--- src/rtl/led_pattern_player.sv ---
// Plays one frozen LFSR word back as a sequence of one-hot LED steps (MSB nibble first),
// with optional dark gaps between steps, then pulses done and returns to idle.
module led_pattern_player #(
    parameter int STEP_CYCLES = 50_000_000,
    parameter int GAP_CYCLES  = 10_000_000
) (
    input  logic        clk,
    input  logic        rst,
    input  logic        start,
    input  logic [2:0]  seq_len,
    input  logic [15:0] rand_in,
    input  logic        rand_valid,
    output logic        next_stage,
    output logic [15:0] led,
    output logic [15:0] pattern,
    output logic [2:0]  len_latched,
    output logic        busy,
    output logic        done
);

    localparam int CNT_MAX = (STEP_CYCLES > GAP_CYCLES) ? STEP_CYCLES : GAP_CYCLES;
    localparam int CNT_W   = $clog2(CNT_MAX + 1);
    localparam logic [CNT_W-1:0] STEP_LAST = CNT_W'(STEP_CYCLES - 1);
    localparam logic [CNT_W-1:0] GAP_LAST  = CNT_W'((GAP_CYCLES > 0) ? GAP_CYCLES - 1 : 0);
    localparam logic [CNT_W-1:0] CNT_ONE   = CNT_W'(1);

    typedef enum logic [2:0] {
        S_IDLE,
        S_WAIT_RNG,
        S_SHOW,
        S_GAP,
        S_DONE
    } state_t;

    state_t            r_state;
    logic [CNT_W-1:0]  r_cnt;
    logic [1:0]        r_step;
    logic [2:0]        r_len;
    logic [15:0]       r_pattern;
    logic [15:0]       r_led;
    logic              r_next;
    logic              r_busy;
    logic              r_done;

    logic              w_last_step;
    logic [1:0]        w_step_nxt;

    function automatic logic [2:0] clamp_len(input logic [2:0] n);
        if (n == 3'd0)
            return 3'd1;
        else if (n > 3'd4)
            return 3'd4;
        else
            return n;
    endfunction

    function automatic logic [15:0] led_for(input logic [15:0] w, input logic [1:0] s);
        logic [3:0] nib;
        case (s)
            2'd0:    nib = w[15:12];
            2'd1:    nib = w[11:8];
            2'd2:    nib = w[7:4];
            default: nib = w[3:0];
        endcase
        return 16'h1 << nib;
    endfunction

    assign w_last_step = ({1'b0, r_step} == (r_len - 3'd1));
    assign w_step_nxt  = r_step + 2'd1;

    always_ff @(posedge clk or posedge rst) begin
        if (rst) begin
            r_state   <= S_IDLE;
            r_cnt     <= '0;
            r_step    <= 2'd0;
            r_len     <= 3'd0;
            r_pattern <= 16'h0;
            r_led     <= 16'h0;
            r_next    <= 1'b0;
            r_busy    <= 1'b0;
            r_done    <= 1'b0;
        end else begin
            r_done <= 1'b0;
            case (r_state)
                S_IDLE: begin
                    r_led <= 16'h0;
                    if (start) begin
                        r_len   <= clamp_len(seq_len);
                        r_next  <= 1'b1;
                        r_busy  <= 1'b1;
                        r_state <= S_WAIT_RNG;
                    end
                end
                S_WAIT_RNG: begin
                    if (rand_valid) begin
                        r_pattern <= rand_in;
                        r_step    <= 2'd0;
                        r_cnt     <= '0;
                        r_led     <= led_for(rand_in, 2'd0);
                        r_state   <= S_SHOW;
                    end
                end
                S_SHOW: begin
                    if (r_cnt == STEP_LAST) begin
                        r_cnt <= '0;
                        if (GAP_CYCLES > 0) begin
                            r_led   <= 16'h0;
                            r_state <= S_GAP;
                        end else if (w_last_step) begin
                            r_led   <= 16'h0;
                            r_busy  <= 1'b0;
                            r_next  <= 1'b0;
                            r_done  <= 1'b1;
                            r_state <= S_DONE;
                        end else begin
                            r_step  <= w_step_nxt;
                            r_led   <= led_for(r_pattern, w_step_nxt);
                            r_state <= S_SHOW;
                        end
                    end else begin
                        r_cnt <= r_cnt + CNT_ONE;
                    end
                end
                S_GAP: begin
                    // The step-advance decision happens on the last dark edge, so no extra cycle.
                    if (r_cnt == GAP_LAST) begin
                        r_cnt <= '0;
                        if (w_last_step) begin
                            r_busy  <= 1'b0;
                            r_next  <= 1'b0;
                            r_done  <= 1'b1;
                            r_state <= S_DONE;
                        end else begin
                            r_step  <= w_step_nxt;
                            r_led   <= led_for(r_pattern, w_step_nxt);
                            r_state <= S_SHOW;
                        end
                    end else begin
                        r_cnt <= r_cnt + CNT_ONE;
                    end
                end
                S_DONE: begin
                    r_led   <= 16'h0;
                    r_state <= S_IDLE;
                end
                default: begin
                    r_state <= S_IDLE;
                end
            endcase
        end
    end

    assign next_stage  = r_next;
    assign led         = r_led;
    assign pattern     = r_pattern;
    assign len_latched = r_len;
    assign busy        = r_busy;
    assign done        = r_done;

endmodule

--- config.mk ---
export PLATFORM = sky130hd
export DESIGN_NAME = led_pattern_player
export DESIGN_NICKNAME = d
export VERILOG_FILES = /design/src/rtl/led_pattern_player.sv
export SDC_FILE = /design/constraint.sdc
export NUM_CORES = 1
export LEC_CHECK = 0
export BUFFER_PORTS_ARGS = -buffer_cell sky130_fd_sc_hd__buf_2
export CAP_MARGIN = 10
export CORE_MARGIN = 1.5
export CORE_UTILIZATION = 56
export CTS_BUF_LIST = sky130_fd_sc_hd__clkbuf_8 sky130_fd_sc_hd__clkbuf_16
export CTS_CLUSTER_SIZE = 14
export DETAILED_ROUTE_END_ITERATION = 7
export HOLD_SLACK_MARGIN = 0.15
export PLACE_DENSITY_LB_ADDON = 0.12
export SYNTH_ARGS = -nofsm -noshare
export SYNTH_HDL_FRONTEND = slang
export SYNTH_SLANG_ARGS = --single-unit
--- constraint.sdc ---
create_clock -name clk -period 3.1 [get_ports clk]
set_input_delay 0.62 -clock clk [delete_from_list [all_inputs] [get_ports clk]]
set_output_delay 0.62 -clock clk [all_outputs]
set_load 0.005 [all_outputs]
==> flow_metrics.tcl, run 1 <==
set metrics [dict create \
    max-slew-margin-rel 0.4458 \
    hpwl_mm 5.658 \
    grt_max_degree 69 \
    crit_arrival_ps 2940 \
    synthTopCellsByCount "68 x dfrtp_1, 31 x nand2_1, 25 x mux2_2" \
    ys.flop_type "dfrtp_1" \
    die_area_um2 7025 \
    p_leak_uw 0.002056 \
    tns_ps 0 \
    grt_pass1_wl_mm 14.17 \
    switching_power_uw 388.5 \
    synthTopCellsByArea "dfrtp_1 47%, mux2_2 7.7%, mux2_4 4.1%, nand2_1 3.2%, nand4_1 3.1%" \
    async_flop_share 1.000 \
    row_count 29 \
    setup_viol 0 \
    drt-initial-drc-count 152 \
    tritoncts "done" \
    fin_nets 441 \
    synth_area_per_cell_um2 10.54 \
    num_vias 2956 \
    hold_violations 0 \
    vias_per_cell 5.984 \
    drt_first_pass_iters 5 \
    crit_required_ps 3340 \
    ios 61 \
    core_um2 6314 \
    fin_util 0.6742 \
    die_x_um 83.82 \
    internal_power_uw 1357 \
    root_buffer "clkbuf_8" \
    startpoint_type "flip-flop" \
    cts-resized-gates 0 \
    ys_warn_count 0 \
    combPwrFrac 0.029 \
    r2r_cells 6 \
    areaGrowthSynthToFinish_pct 16.39 \
    holdPathStages 2 \
    cts.sinks 68 \
    synth-edff-count 0 \
    gp_congestion 0.8219 \
    worstSetupPathType "flip-flop to flip-flop" \
    clock_path_buffers 2 \
    cts_hold_buf 0 \
    clkTransAtPathRegs_ps 70 \
    synth_cell_type_count 59 \
    die_h_um 83.82 \
    clk_latency_ps 360 \
    yosysSeqAreaShare 0.4653 \
    drv_cap 0 \
    grt_pass1_vias 2949 \
    wl_per_cell_um 16.36 \
    cts_setup_buffers 0 \
    fin_crit_ps 2701 \
    finalCritPeriodShare 0.8712 \
    worst_pin_slew_ps 831.4 \
    clock.fmax_ghz 0.3703 \
    worstSetupEndpointType "flip-flop" \
    floorplan.initialDensity 0.5793 \
    antenna_found_initial 0 \
    cts_buffers 9 \
    final-max-slew-violation-count 0 \
    grt_usage 0.2523 \
    synthesis.area_um2 3657 \
    routed_wl_mm 8.081 \
    ys_ff_latch 68 \
    crit_fanout 16 \
    seqPwrFrac 0.510 \
    skew_ps 9.322 \
    p_per_area_nw_per_um2 410.1 \
    ant_nets 0 \
    hold_class "input pin to flip-flop" \
    syn-num-nets 376 \
    io_buffers 60 \
    rsz0062_at_grt "false" \
    layout-drive-gt1-share 0.3118 \
    synthesis.instances 347 \
    drcViolationCount 0 \
    synth_top_area_frac 0.4653 \
    pwr-share-clk 0.461 \
    cts_htree_levels 3 \
    yosysTopAreaCell "dfrtp_1" \
    yosysMostFrequentCell "dfrtp_1" \
    n_antenna_cell 0 \
    status "complete, no violations" \
    vdd_drop_max_uv 265.5 \
    switching_share 0.2225 \
    power_uw 1746 \
    grt.overflow.total 0 \
]
state kept, by name (all words and copies together), names as in the netlist:
name	flops
busy	1
r_step	2
done	1
pattern	16
r_state	3
len_latched	3
r_cnt	26
led	16
cells in the final DEF, fill, tap and decap left out, types with 4 or more instances in the layout:
cell and instances:
dfrtp_1 68, buf_2 60, nand2_1 31, mux2_2 25, nand4_1 18, nor3_1 16
nor2_1 13, nand3_1 13, o21ai_0 11, a21oi_1 10, inv_1 10, mux2_4 10
clkbuf_8 9, o311ai_0 8, nand2b_1 7, nor4_1 7, buf_4 7, xor2_1 6
ha_1 6, nor2b_1 5, and3_1 5, xnor2_1 4, o31ai_1 4, a222oi_1 4
path summary, 6_finish.rpt:
path / endpoint / startpoint / slack (ps)
max: led[14] / r_cnt[7] / 400
min: pattern[5] / rand_in[5] / 490
max reg2reg: led[14] / r_cnt[7] / 400
min reg2reg: led[11] / led[11] / 510
max in group asynchronous: len_latched[0] / rst / 2040
min in group asynchronous: led[11] / rst / 510
power by group through the flow:
| stage | logic [uW] | registers [uW] | clock network [uW] |
|---|---|---|---|
| 2_1_floorplan | 25.6 | 908 | 0 |
| 6_report | 50.9 | 890 | 804 |
| 4_1_cts | 53.1 | 890 | 819 |
| 5_1_grt | 60.0 | 890 | 860 |
| 3_5_place_dp | 52.8 | 908 | 0 |
| 3_3_place_gp | 51.3 | 908 | 0 |
kinds of logic (layout without fill, tap and decap cells):
kind of cell / count (synthesis) / in the layout / share of synthesized area
buffers and inverters: 24 / 94 / 0.03045
XOR/XNOR: 10 / 10 / 0.02395
flip-flops: 68 / 68 / 0.4653
multiplexers: 36 / 36 / 0.1208
adder cells (fa/ha/maj): 6 / 6 / 0.02053
AO/OA/AOI/OAI: 60 / 60 / 0.1215
AND/OR/NAND/NOR: 143 / 143 / 0.2176
per-stage QoR:
step	std cells	hold WS [ps]	setup WS, ps	area [um^2]
after global placement	478	487.3	465.0	4041
after floorplan	347	489.0	474.0	3657
after CTS	494	492.4	383.6	4257
final	494	493.4	399.3	4257
after global routing	494	494.3	292.4	4257
after detailed placement	478	490.7	384.0	4041
area by class of cell:
type,instances,area (um^2)
Clock buffer,9,123.9
Clock inverter,7,91.34
Fill cell,514,2057
Inverter,11,41.29
Multi-Input combinational cell,255,1849
Sequential cell,68,1702
Tap cell,77,96.34
Timing Repair Buffer,67,352.8
routing by layer:
layer / wire (um) / track usage
met3: 450 / 0.04352
met1: 3570 / 0.3197
met5: 0 / 0
met2: 3941 / 0.4348
met4: 117 / 0.09091
critical path: stages, from the launching register on:
cell,delay (ps)
dfrtp_1,460
or4b_1,530
or4_4,510
a21o_4,220
a211oi_4,210
buf_4,290
mux2_2,360
No activity file was read; power rests on OpenSTA's default activity.
==> inputs of run 2 (changes only) <==
--- a/config.mk
+++ b/config.mk
@@ -5,7 +5,7 @@
 export SDC_FILE = /design/constraint.sdc
 export NUM_CORES = 1
 export LEC_CHECK = 0
-export BUFFER_PORTS_ARGS = -buffer_cell sky130_fd_sc_hd__buf_2
+export BUFFER_PORTS_ARGS = -buffer_cell sky130_fd_sc_hd__buf_4
 export CAP_MARGIN = 10
 export CORE_MARGIN = 1.5
 export CORE_UTILIZATION = 56
==> flow_metrics.tcl, run 2 (same netlist as run 1, synthesis figures left out) <==
set metrics [dict create \
    hpwl_mm 5.781 \
    drcViolationCount 0 \
    layout-drive-gt1-share 0.3118 \
    worstSetupPathType "flip-flop to flip-flop" \
    hold_violations 0 \
    routed_wl_mm 8.166 \
    worstSetupEndpointType "flip-flop" \
    cp_slowest_cell "or4b_1" \
    antenna_found_initial 0 \
    cp_cell_sequence "or4b_1, or4_4, a21o_4, a211oi_4, buf_4, mux2_2" \
    dpl_worst_slack_ps 382.0 \
    rsz0062_at_grt "false" \
    drt-initial-drc-count 113 \
    die_x_um 83.82 \
    final-max-slew-violation-count 0 \
    regMostFlops "r_cnt" \
    setup_viol 0 \
    dpl-instance-area_um2 4204 \
    grt.overflow.total 0 \
    ant_nets 0 \
    grt_pass1_wl_mm 14.03 \
    vias_per_cell 6.107 \
    n_antenna_cell 0 \
    dp.cells 478 \
    die_area_um2 7025 \
    critPathMaxStageDelay_ps 530 \
    p_per_area_nw_per_um2 384.0 \
    areaGrowthSynthToFinish_pct 20.46 \
    clkTransAtPathRegs_ps 80 \
    crit_required_ps 3330 \
    tritoncts "done" \
    clk_latency_ps 340 \
    root_buffer "clkbuf_8" \
    fin_nets 441 \
    max-slew-margin-rel 0.5498 \
    gp_congestion 0.8258 \
    hold_class "input pin to asynchronous set/reset pin" \
    core_um2 6314 \
    cts.sinks 68 \
    status "complete, no violations" \
    grt_pass1_vias 2873 \
    ios 61 \
    vdd_drop_max_uv 268.3 \
    grt_max_degree 69 \
    cts_setup_buffers 0 \
    startpoint_type "flip-flop" \
    drv_cap 0 \
    clock.fmax_ghz 0.3678 \
    cts_htree_levels 3 \
    setup_ws_ps 380.9 \
    crit_fanout 16 \
    crit_arrival_ps 2950 \
    skew_ps 6.602 \
    die_h_um 83.82 \
    clock_path_buffers 2 \
    tns_ps 0 \
    finalCritPeriodShare 0.8771 \
    worstReg2RegStart "r_cnt[7]" \
    row_count 29 \
    cts_hold_buf 0 \
    worst_pin_slew_ps 670.1 \
    wl_per_cell_um 16.53 \
    crit_start "r_cnt[7]" \
    final_cell_mix "68 x dfrtp_1, 66 x buf_4, 31 x nand2_1" \
    layoutNonFillerInstCount 494 \
    io_buffers 60 \
    largest_reg_flops 26 \
    num_vias 3017 \
    floorplan.initialDensity 0.5793 \
    final_area_um2 4405 \
    fin_crit_ps 2719 \
    grt_usage 0.2484 \
    p_leak_uw 0.002070 \
    cts-resized-gates 0 \
    final_common_cell "dfrtp_1" \
    cts_buffers 9 \
    drt_first_pass_iters 4 \
]
## run 2: cell types whose count changed in the layout (fill, tap and decap cells not counted), sizes merged
cell and delta:
clkbuf +1, clkinv -1, bufinv -1, clkinvlp +1
## run 2: worst paths after layout
check / end / slack (ps) / depth (start not counted)
min: r_cnt[0] / 350 / 3
max in group asynchronous: r_cnt[14] / 2460 / 3
max: led[14] / 380 / 6
min in group clk: pattern[4] / 500 / 2
min reg2reg: led[11] / 510 / 1
max reg2reg: led[14] / 380 / 6
## run 2: metal layers
layer,global-route usage,wire [um],vias up
li1,-,-,1448
met1,0.3285,3681,1469
met2,0.4054,3954,86
met3,0.05045,397,14
met4,0.09389,132,0
met5,0,0,-
## run 2: cell type report
class | instances | area [um^2]
repair buffers | 67 | 515.5
well taps | 77 | 96.34
multi-input cells | 255 | 1849
flip-flops and latches | 68 | 1702
clock buffers | 10 | 137.6
inverters | 11 | 41.29
clock inverters | 6 | 63.81
fillers | 496 | 1908
## run 2: where the power goes
group	total, uW	internal, uW	switching (uW)	leakage, uW
clock	739	392	348	0.0000983
sequential	891	889	2.08	0.000835
combinational	61.6	29.5	32.1	0.00114
## run 2: critical path, delay by kind of cell (launching register included)
family,cells,cell delay [ps]
multiplexers,1,370
flip-flops,1,460
buffers and inverters,1,300
AO/OA/AOI/OAI,2,450
AND/OR/NAND/NOR,2,1040
## run 2: stage by stage
step,total power [uW],hold WS [ps],util
floorplan,933.8,489.0,-
global placement,971.2,495.8,0.6659
detailed placement,971.8,497.5,0.6659
CTS,1708,359.8,0.6978
global route,1752,370.3,0.6978
finish,1692,349.5,0.6978
==> inputs of run 3 (changes only) <==
--- a/config.mk
+++ b/config.mk
@@ -5,10 +5,11 @@
 export SDC_FILE = /design/constraint.sdc
 export NUM_CORES = 1
 export LEC_CHECK = 0
+export ABC_AREA = 1
 export BUFFER_PORTS_ARGS = -buffer_cell sky130_fd_sc_hd__buf_4
 export CAP_MARGIN = 10
 export CORE_MARGIN = 1.5
-export CORE_UTILIZATION = 56
+export CORE_UTILIZATION = 57
 export CTS_BUF_LIST = sky130_fd_sc_hd__clkbuf_8 sky130_fd_sc_hd__clkbuf_16
 export CTS_CLUSTER_SIZE = 14
 export DETAILED_ROUTE_END_ITERATION = 7
==> flow_metrics.tcl, run 3 <==
set metrics [dict create \
    multiInputGateArea_um2 2019 \
    clkTransAtPathRegs_ps 70 \
    grt_max_degree 32 \
    max-slew-margin-rel 0.5577 \
    vias_per_cell 5.221 \
    synth_top_area_frac 0.4239 \
    hold_class "input pin to asynchronous set/reset pin" \
    synthesis.area_um2 4014 \
    regMostFlops "r_cnt" \
    synth_cell_type_count 39 \
    n_antenna_cell 0 \
    clock.fmax_ghz 0.4978 \
    yosysMostFrequentCell "nand2_1" \
    synth-edff-count 0 \
    io_buffers 60 \
    register_area_um2 1702 \
    final_common_cell "nand2_1" \
    layout-drive-gt1-share 0.1749 \
    row_count 30 \
    worstReg2RegStart "r_state[2]" \
    tritoncts "done" \
    gp_congestion 0.9373 \
    grt_pass1_vias 3631 \
    hpwl_mm 7.119 \
    antenna_found_initial 0 \
    die_area_um2 7554 \
    dpl_worst_slack_ps 1066 \
    synthTopCellsByCount "210 x nand2_1, 84 x nor2_1, 68 x dfrtp_1" \
    synthesis.instances 561 \
    ys_warn_count 0 \
    drv_cap 0 \
    worst_pin_slew_ps 662.5 \
    rr_endpoint "r_step[0]" \
    ys.flop_type "dfrtp_1" \
    rsz0062_at_grt "false" \
    final_cell_mix "210 x nand2_1, 84 x nor2_1, 68 x dfrtp_1" \
    drt-initial-drc-count 250 \
    dpl-instance-area_um2 4523 \
    cp_cell_sequence "nor2_2, nand2_2, nor2_4, clkinv_1, nand3_1, nand2_1" \
    num_vias 3785 \
    die_x_um 86.92 \
    ys_ff_latch 68 \
    fin_nets 654 \
    clock_path_buffers 2 \
    crit_required_ps 3320 \
    floorplan.initialDensity 0.5908 \
    nFillCells 551 \
    cts_setup_buffers 0 \
    yosysSeqAreaShare 0.4239 \
    drt_first_pass_iters 6 \
    synthTopCellsByArea "dfrtp_1 42%, nand2_1 20%, nor2_1 7.9%, inv_1 5.0%, nand3_1 4.7%" \
    worstSetupEndpointType "flip-flop" \
    critPathBufInv 1 \
    cts_htree_levels 3 \
    p_per_area_nw_per_um2 787.9 \
    vdd_drop_max_uv 479.1 \
    p_leak_uw 0.002402 \
    path_delay_family "simple AND/OR/NAND/NOR gates" \
    grt_usage 0.2754 \
    async_flop_share 1.000 \
    hold_violations 0 \
    setup_ws_ps 1091 \
    cts-resized-gates 0 \
    critPathMaxStageDelay_ps 500 \
    fin_crit_ps 2009 \
    final_area_um2 4726 \
    cp_slowest_cell "clkinv_1" \
    synth_area_per_cell_um2 7.155 \
    worstSetupPathType "flip-flop to flip-flop" \
    finalCritPeriodShare 0.6480 \
    root_buffer "clkbuf_8" \
    tns_ps 0 \
    largest_reg_flops 26 \
    wl_per_cell_um 13.22 \
    cts_hold_buf 0 \
    core_um2 6794 \
    ant_nets 0 \
    final-max-slew-violation-count 0 \
    cts.sinks 68 \
    drcViolationCount 0 \
    crit_fanout 18 \
    ios 61 \
    crit_arrival_ps 2230 \
    routed_wl_mm 9.588 \
    grt.overflow.total 0 \
    die_h_um 86.92 \
    status "complete, no violations" \
    setup_viol 0 \
    yosysTopAreaCell "dfrtp_1" \
    startpoint_type "flip-flop" \
    r2r_cells 6 \
    grt_pass1_wl_mm 16.27 \
    skew_ps 8.645 \
    r2r_setup_slack_ps 1090 \
    areaGrowthSynthToFinish_pct 17.74 \
    clk_latency_ps 340 \
    syn-num-nets 590 \
    cts_buffers 9 \
]
-- run 3: area by class of cell --
cell class              count  area share
inverters                  57     0.04580
multi-input cells         427      0.4273
clock inverters             3    0.007943
repair buffers             62     0.09849
flip-flops and latches     68      0.3601
well taps                  96     0.02542
clock buffers              12     0.03495
-- run 3: cell families after synthesis --
group	synth area share
compound gates	0.04271
flops	0.4239
fa+ha+maj	0.01870
buf+inv	0.07294
simple gates	0.4133
xor+xnor	0.02837
-- run 3: routing by layer --
| layer | global-route usage | up-vias | share of wire |
|---|---|---|---|
| li1 | - | 1875 | - |
| met1 | 0.3818 | 1746 | 0.46 |
| met2 | 0.4249 | 142 | 0.46 |
| met3 | 0.04076 | 22 | 0.052 |
| met4 | 0.1320 | 0 | 0.021 |
| met5 | 0 | - | 0 |
-- run 3: where the power goes --
group          internal (uW)  total [uW]  switching, uW
Combinational            625        1660           1040
Sequential              1110        1310            196
Clock                    428         750            322
Total                   2170        3720           1560
-- run 3: how the worst max path moves through the flow --
stage / slack (ps) / end / cells after the start / startpoint
final: 1090 / r_step[0] / 6 / r_state[2]
after global routing: 850 / r_step[0] / 6 / r_state[2]
after CTS: 1100 / r_step[0] / 6 / r_state[2]
after detailed placement: 1070 / pattern[5] / 6 / rand_valid
after global placement: 1140 / r_step[0] / 6 / rand_valid
after floorplan: 770 / busy / 1 / rst
-- run 3: stage by stage --
stage	total power [uW]	instances	hold slack, ps	utilization
5_1_grt	4034	725	422.8	0.6956
4_1_cts	3724	725	398.5	0.6956
2_1_floorplan	2458	561	472.3	-
6_report	3723	725	370.0	0.6956
3_5_place_dp	2970	710	471.1	0.6657
3_3_place_gp	2910	710	464.1	0.6657
-- run 3: worst reg2reg max path, cell delays in order (launching register included) --
cell and delay, ps:
dfrtp_1 470, nor2_2 210, nand2_2 100, nor2_4 310, clkinv_1 500, nand3_1 230, nand2_1 70
